[src/rtl/servo_pwm_pkg.sv]
// Shared constants, width types and the optional clamp helper for the servo PWM timebase and generator.
package servo_pwm_pkg;

  localparam int UI_W            = 12;
  localparam int N_CH            = 4;
  localparam int DEF_CLKS_PER_UI = 100;
  localparam int DEF_FRAME_UI    = 20000;
  localparam int DEF_NEUTRAL_UI  = 1500;
  localparam int DEF_MIN_UI      = 1000;
  localparam int DEF_MAX_UI      = 2000;

  typedef logic [UI_W-1:0] width_t;
  typedef width_t [N_CH-1:0] width_arr_t;

  function automatic width_t clamp_width(input width_t w, input width_t lo, input width_t hi);
    if (w < lo) return lo;
    if (w > hi) return hi;
    return w;
  endfunction

endpackage

[src/rtl/servo_pwm_div.sv]
// UI prescaler and frame counter. The sof_next output marks the edge that will raise
// pulse_sof, so that update logic can act on that same edge.
module servo_pwm_div
  import servo_pwm_pkg::*;
#(
  parameter int CLKS_PER_UI = DEF_CLKS_PER_UI,
  parameter int FRAME_UI    = DEF_FRAME_UI
) (
  input  logic                        clk,
  input  logic                        rst,
  input  logic                        tb_en,
  output logic                        pulse_ui,
  output logic                        pulse_sof,
  output logic [$clog2(FRAME_UI)-1:0] ui_cnt,
  output logic                        sof_next
);

  localparam int PRE_W = $clog2(CLKS_PER_UI);
  localparam int CNT_W = $clog2(FRAME_UI);

  logic [PRE_W-1:0] pre_q, pre_d;
  logic [CNT_W-1:0] ui_cnt_q, ui_cnt_d;
  logic             sof_pend_q, sof_pend_d;
  logic             pulse_ui_q, pulse_sof_q;
  logic             tick;

  // A pending SOF forces the next tick to open a new frame, whatever ui_cnt holds.
  always_comb begin
    tick       = tb_en && (pre_q == PRE_W'(CLKS_PER_UI - 1));
    sof_next   = tick && (sof_pend_q || (ui_cnt_q == CNT_W'(FRAME_UI - 1)));
    pre_d      = tick ? '0 : pre_q + PRE_W'(1);
    ui_cnt_d   = ui_cnt_q;
    sof_pend_d = sof_pend_q;
    if (!tb_en) begin
      pre_d      = '0;
      ui_cnt_d   = '0;
      sof_pend_d = 1'b1;
    end else if (sof_next) begin
      ui_cnt_d   = '0;
      sof_pend_d = 1'b0;
    end else if (tick) begin
      ui_cnt_d   = ui_cnt_q + CNT_W'(1);
    end
  end

  always_ff @(posedge clk or negedge rst) begin
    if (!rst) begin
      pre_q       <= '0;
      ui_cnt_q    <= '0;
      sof_pend_q  <= 1'b1;
      pulse_ui_q  <= 1'b0;
      pulse_sof_q <= 1'b0;
    end else begin
      pre_q       <= pre_d;
      ui_cnt_q    <= ui_cnt_d;
      sof_pend_q  <= sof_pend_d;
      pulse_ui_q  <= tick;
      pulse_sof_q <= sof_next;
    end
  end

  assign pulse_ui  = pulse_ui_q;
  assign pulse_sof = pulse_sof_q;
  assign ui_cnt    = ui_cnt_q;

endmodule

[src/rtl/servo_pwm_timebase.sv]
// Servo PWM timebase: UI/SOF strobes plus frame-synchronous width update via req/ack.
// Define SERVO_TB_CLAMP_EN to clamp captured widths to [MIN_UI, MAX_UI].
module servo_pwm_timebase
  import servo_pwm_pkg::*;
#(
  parameter int CLKS_PER_UI = DEF_CLKS_PER_UI,
  parameter int FRAME_UI    = DEF_FRAME_UI,
  parameter int NEUTRAL_UI  = DEF_NEUTRAL_UI,
  parameter int MIN_UI      = DEF_MIN_UI,
  parameter int MAX_UI      = DEF_MAX_UI
) (
  input  logic                        clk,
  input  logic                        rst,
  input  logic                        tb_en,
  input  logic [UI_W-1:0]             ch0_width_in,
  input  logic [UI_W-1:0]             ch1_width_in,
  input  logic [UI_W-1:0]             ch2_width_in,
  input  logic [UI_W-1:0]             ch3_width_in,
  input  logic                        upd_req,
  output logic                        upd_busy,
  output logic                        upd_ack,
  output logic                        pulse_ui,
  output logic                        pulse_sof,
  output logic [$clog2(FRAME_UI)-1:0] ui_cnt,
  output logic [UI_W-1:0]             ch0_pulse_width_ui,
  output logic [UI_W-1:0]             ch1_pulse_width_ui,
  output logic [UI_W-1:0]             ch2_pulse_width_ui,
  output logic [UI_W-1:0]             ch3_pulse_width_ui
);

`ifdef SERVO_TB_CLAMP_EN
  localparam bit ClampEn = 1'b1;
`else
  localparam bit ClampEn = 1'b0;
`endif

  width_arr_t width_in, staged_in;
  width_arr_t staging_q, active_q;
  logic       busy_q, ack_q, req_seen_q;
  logic       capture, apply, sof_next;

  servo_pwm_div #(
    .CLKS_PER_UI(CLKS_PER_UI),
    .FRAME_UI   (FRAME_UI)
  ) u_div (
    .clk      (clk),
    .rst      (rst),
    .tb_en    (tb_en),
    .pulse_ui (pulse_ui),
    .pulse_sof(pulse_sof),
    .ui_cnt   (ui_cnt),
    .sof_next (sof_next)
  );

  // Capture needs busy clear and apply needs busy set, so a capture on the SOF edge
  // can never be applied on that same edge.
  always_comb begin
    width_in  = {ch3_width_in, ch2_width_in, ch1_width_in, ch0_width_in};
    staged_in = width_in;
    for (int i = 0; i < N_CH; i++) begin
      if (ClampEn) begin
        staged_in[i] = clamp_width(width_in[i], width_t'(MIN_UI), width_t'(MAX_UI));
      end
    end
    capture = upd_req && !busy_q && !req_seen_q;
    apply   = sof_next && busy_q;
  end

  always_ff @(posedge clk or negedge rst) begin
    if (!rst) begin
      staging_q  <= {N_CH{width_t'(NEUTRAL_UI)}};
      active_q   <= {N_CH{width_t'(NEUTRAL_UI)}};
      busy_q     <= 1'b0;
      ack_q      <= 1'b0;
      req_seen_q <= 1'b0;
    end else begin
      ack_q <= apply;
      if (capture) begin
        staging_q <= staged_in;
        busy_q    <= 1'b1;
      end else if (apply) begin
        active_q  <= staging_q;
        busy_q    <= 1'b0;
      end
      if (!upd_req) begin
        req_seen_q <= 1'b0;
      end else if (capture) begin
        req_seen_q <= 1'b1;
      end
    end
  end

  assign upd_busy           = busy_q;
  assign upd_ack            = ack_q;
  assign ch0_pulse_width_ui = active_q[0];
  assign ch1_pulse_width_ui = active_q[1];
  assign ch2_pulse_width_ui = active_q[2];
  assign ch3_pulse_width_ui = active_q[3];

endmodule
[config.mk]
export PLATFORM = sky130hd
export DESIGN_NAME = servo_pwm_timebase
export DESIGN_NICKNAME = d
export VERILOG_FILES = /design/src/rtl/servo_pwm_pkg.sv /design/src/rtl/servo_pwm_div.sv /design/src/rtl/servo_pwm_timebase.sv
export SDC_FILE = /design/constraint.sdc
export NUM_CORES = 1
export LEC_CHECK = 0
export ABC_AREA = 0
export CAP_MARGIN = 25
export CORE_MARGIN = 5
export CORE_UTILIZATION = 54
export CTS_CLUSTER_DIAMETER = 100
export DETAILED_ROUTE_END_ITERATION = 7
export PLACE_DENSITY = 0.86
export SLEW_MARGIN = 20
export SYNTH_ARGS = -nofsm -noshare
export SYNTH_HDL_FRONTEND = slang
export SYNTH_SLANG_ARGS = --single-unit
export TNS_END_PERCENT = 30
[constraint.sdc]
create_clock -name clk -period 4.5 [get_ports clk]
set_input_delay 1.125 -clock clk [delete_from_list [all_inputs] [get_ports clk]]
set_output_delay 1.125 -clock clk [all_outputs]
set_load 0.05 [all_outputs]
==> results.md <==
- Status: finished, final reports clean
- Setup_tns: 0 ns
- Initial antenna violation count: 0
- M2 GR Usage: 36.29%
- Post-route clock period utilization: 66.24%
- Worst setup SP type: register
- IO Pins: 119
- Yosys reg bits: 124
- PD cells: 478.2 nW/um^2
- First-pass detailed-route iteration total: 4
- CP Data Required Time: 3.38 ns
- Root Driver: clkbuf_8
- P_sw: 716.8 uW
- Diodes inserted: 0
- Gr ovfl total: 0
- Met1 Use GR: 22.98%
- Syn_area_per_cell: 14.86 um^2
- Die ar.: 11450 um^2
- Routed len/inst: 18.57 um
- WL final: 10990 um
- Part of the power in combinational logic: 10.1%
- Worst slew margin: 44.70%
- Crit. End Element: output port
- Synth warnings: 0
- Minimum clock period: 2.981 ns
- Clock skew: 0.01229 ns
- Post-CTS setup buffers: 0
- Die height: 107 um
- Max Clock Freq: 335.5 MHz
- Post-DP HPWL: 7213 um
- Post-DRT Antenna Nets: 0
- Seq pwr share: 46.3%
- Worst VDD drop: 304.6 uV
- Critical-path maximum fanout: 2
- Via count: 3243
- Fillers: 586
- Die X: 107 um
- Core area: 9196 um^2
- CTS clk-pin slew, worst paths: 0.06 ns
- FP Rows: 35
- CTS tree: built
- Post-synth cell types: 44
- Ratio of cells with drive above 1 in the final layout: 41.16%
- Final hold vios: 0
- Cell Chain, Critical Path: clkdlybuf4s50_1
- Residual DRC: 0
- Worst Path Buf+Inv: 1
- Power Internal: 2624 uW
- IO buf count: 118
- Final net count: 522
- Critical Path Max Stage Delay: 0.81 ns
- Synthesized instance count: 342
- First-pass GRT wire length: 17950 um
- Area Growth Syn to Fin: 37.48%
- Total CTS buffers: 17
- Gpl congestion: 0.8178
- Synthesized net count: 396
- Seq/Total Area, Yosys: 62.47%
- Crit-path slowest cell: clkdlybuf4s50_1
- Worst setup path class: register to output port
- Synth async-reset ratio: 100.0%
- Clock buffer depth: 2
- Clk sinks: 124
- GRT Total Usage: 20.23%
- Syn Std Cell Area: 5081 um^2
- Top delay family on crit path: buffers and inverters
- Worst hold-check path type: register to register
- Top Usage Layer GRT: met2
- Clock latency on the worst-skew pair: 0.50 ns
- Largest net degree at the start of global routing: 71
- Top_reg_cell synth: dfrtp_1
- GR Util met3: 6.261%
- Max-slew violations: 0
- Clock share of power: 43.6%
- Critical path arrival: 1.86 ns
- Max cap viols: 0
- Lkg Pwr: 0.002964 uW
- Initial core utilization: 55.25%
- Worst Tran Pin Value: 0.8295 ns
- Hold bufs inserted after CTS: 0
- Post-synth EDFFs: 0
- Switching share of power: 21.46%
- H-tree levels: 4
- Cts repair resizes: 0
- Initial DRC count: 110
- Setup violators final: 0
- RSZ-0062 raised after global routing: false
- Vias per cell: 5.478
- Hold slack: 0.4885 ns
- Vias in the first global route: 3578
==> cells by family (layout without fill, tap and decap cells) <==
kind of cell | after synthesis | count (layout) | synth area share [%]
xor+xnor | 5 | 5 | 0.8620
buf+inv | 19 | 158 | 2.118
flops | 124 | 124 | 62.47
fa+ha+maj | 2 | 2 | 0.4924
simple gates | 64 | 64 | 7.585
mux | 97 | 97 | 22.16
compound gates | 31 | 31 | 4.309
==> routing by layer <==
metal | vias to the layer above | part of all wire [%] | wire length (um)
met4 | 0 | 0.69 | 76
met3 | 4 | 4.4 | 485
met5 | - | 0 | 0
met1 | 1678 | 40 | 4415
li1 | 1484 | - | -
met2 | 77 | 55 | 6017
==> cell usage in the layout, fill, tap and decap left out, drive strengths merged, types with 3 or more instances in the layout <==
master,Yosys,routed
or3,5,5
inv,4,5
clkinvlp,0,4
bufinv,0,5
xnor2,3,3
and2,3,3
clkinv,0,4
mux2,97,97
nand2,11,11
nand3,8,8
dfstp,57,57
o31ai,4,4
dfrtp,67,67
a21oi,11,11
or4,3,3
buf,8,5
and3,7,7
clkbuf,7,18
clkdlybuf4s50,0,117
nor2,11,11
o21ai,7,7
==> power by group through the flow <==
stage / Combinational (uW) / Sequential [uW] / Clock, uW
6_report: 337 / 1550 / 1460
5_1_grt: 370 / 1580 / 1530
4_1_cts: 344 / 1550 / 1480
3_5_place_dp: 340 / 1560 / 0
3_3_place_gp: 323 / 1540 / 0
2_1_floorplan: 234 / 1530 / 0
==> sequential cells by signal, indices dropped and copies added, names as in the netlist, 7 cells and up <==
signal / count
staging_q: 48
u_div.ui_cnt: 15
ch0_pulse_width_ui: 12
u_div.pre_q: 7
ch2_pulse_width_ui: 12
ch3_pulse_width_ui: 12
ch1_pulse_width_ui: 12
==> per-stage QoR <==
| stage | utilization (%) | instances | cell area [um^2] | setup WS [ns] | power, uW |
|---|---|---|---|---|---|
| 2_1_floorplan | - | 342 | 5081 | 2.137 | 1759 |
| 3_3_place_gp | 68.95 | 560 | 6341 | 1.314 | 1862 |
| 3_5_place_dp | 68.95 | 560 | 6341 | 1.241 | 1901 |
| 4_1_cts | 75.96 | 592 | 6985 | 1.483 | 3374 |
| 5_1_grt | 75.96 | 592 | 6985 | 1.466 | 3480 |
| 6_report | 75.96 | 592 | 6985 | 1.519 | 3340 |
==> path summary, 6_finish.rpt <==
path                                              startpoint                           endpoint  slack, ns  cells after the start
setup / recovery           ch3_pulse_width_ui[6]$_DFFE_PN1P_              ch3_pulse_width_ui[6]       1.52                      1
hold / removal                      u_div.pre_q[0]$_DFF_PN0_           u_div.pre_q[0]$_DFF_PN0_       0.49                      1
setup reg to reg                 u_div.ui_cnt[0]$_DFFE_PN0P_  ch0_pulse_width_ui[5]$_DFFE_PN0P_       1.94                      5
hold reg to reg                     u_div.pre_q[0]$_DFF_PN0_           u_div.pre_q[0]$_DFF_PN0_       0.49                      1
max in group asynchronous                                rst          staging_q[15]$_DFFE_PN1P_       2.87                      2
min in group asynchronous                                rst               upd_busy$_DFFE_PN0P_       0.73                      1
==> synthesized netlist by cell type, types with 3 or more instances <==
cell type	number	area [um^2]
a21oi_1	11	55.05
and2_1	3	18.77
and3_1	7	43.79
buf_4	4	30.03
clkbuf_1	7	26.28
dfrtp_1	67	1677
dfstp_2	57	1498
inv_1	3	11.26
mux2_2	88	991.0
mux2_4	9	135.1
nand2_1	11	41.29
nand3_1	8	40.04
nor2_1	11	41.29
o21ai_0	7	35.03
o31ai_1	4	30.03
or3_1	5	31.28
or4_1	3	22.52
xnor2_1	3	26.28
==> final cells by class <==
cell class	instances	area (um^2)	area share (%)
clock buffers	18	427.9	6.126
clock inverters	14	216.5	3.099
flip-flops and latches	124	3174	45.44
well taps	111	138.9	1.988
inverters	4	15.01	0.2149
multi-input cells	199	1804	25.83
repair buffers	122	1209	17.30
Note: power is estimated with default switching activity, not from simulation.
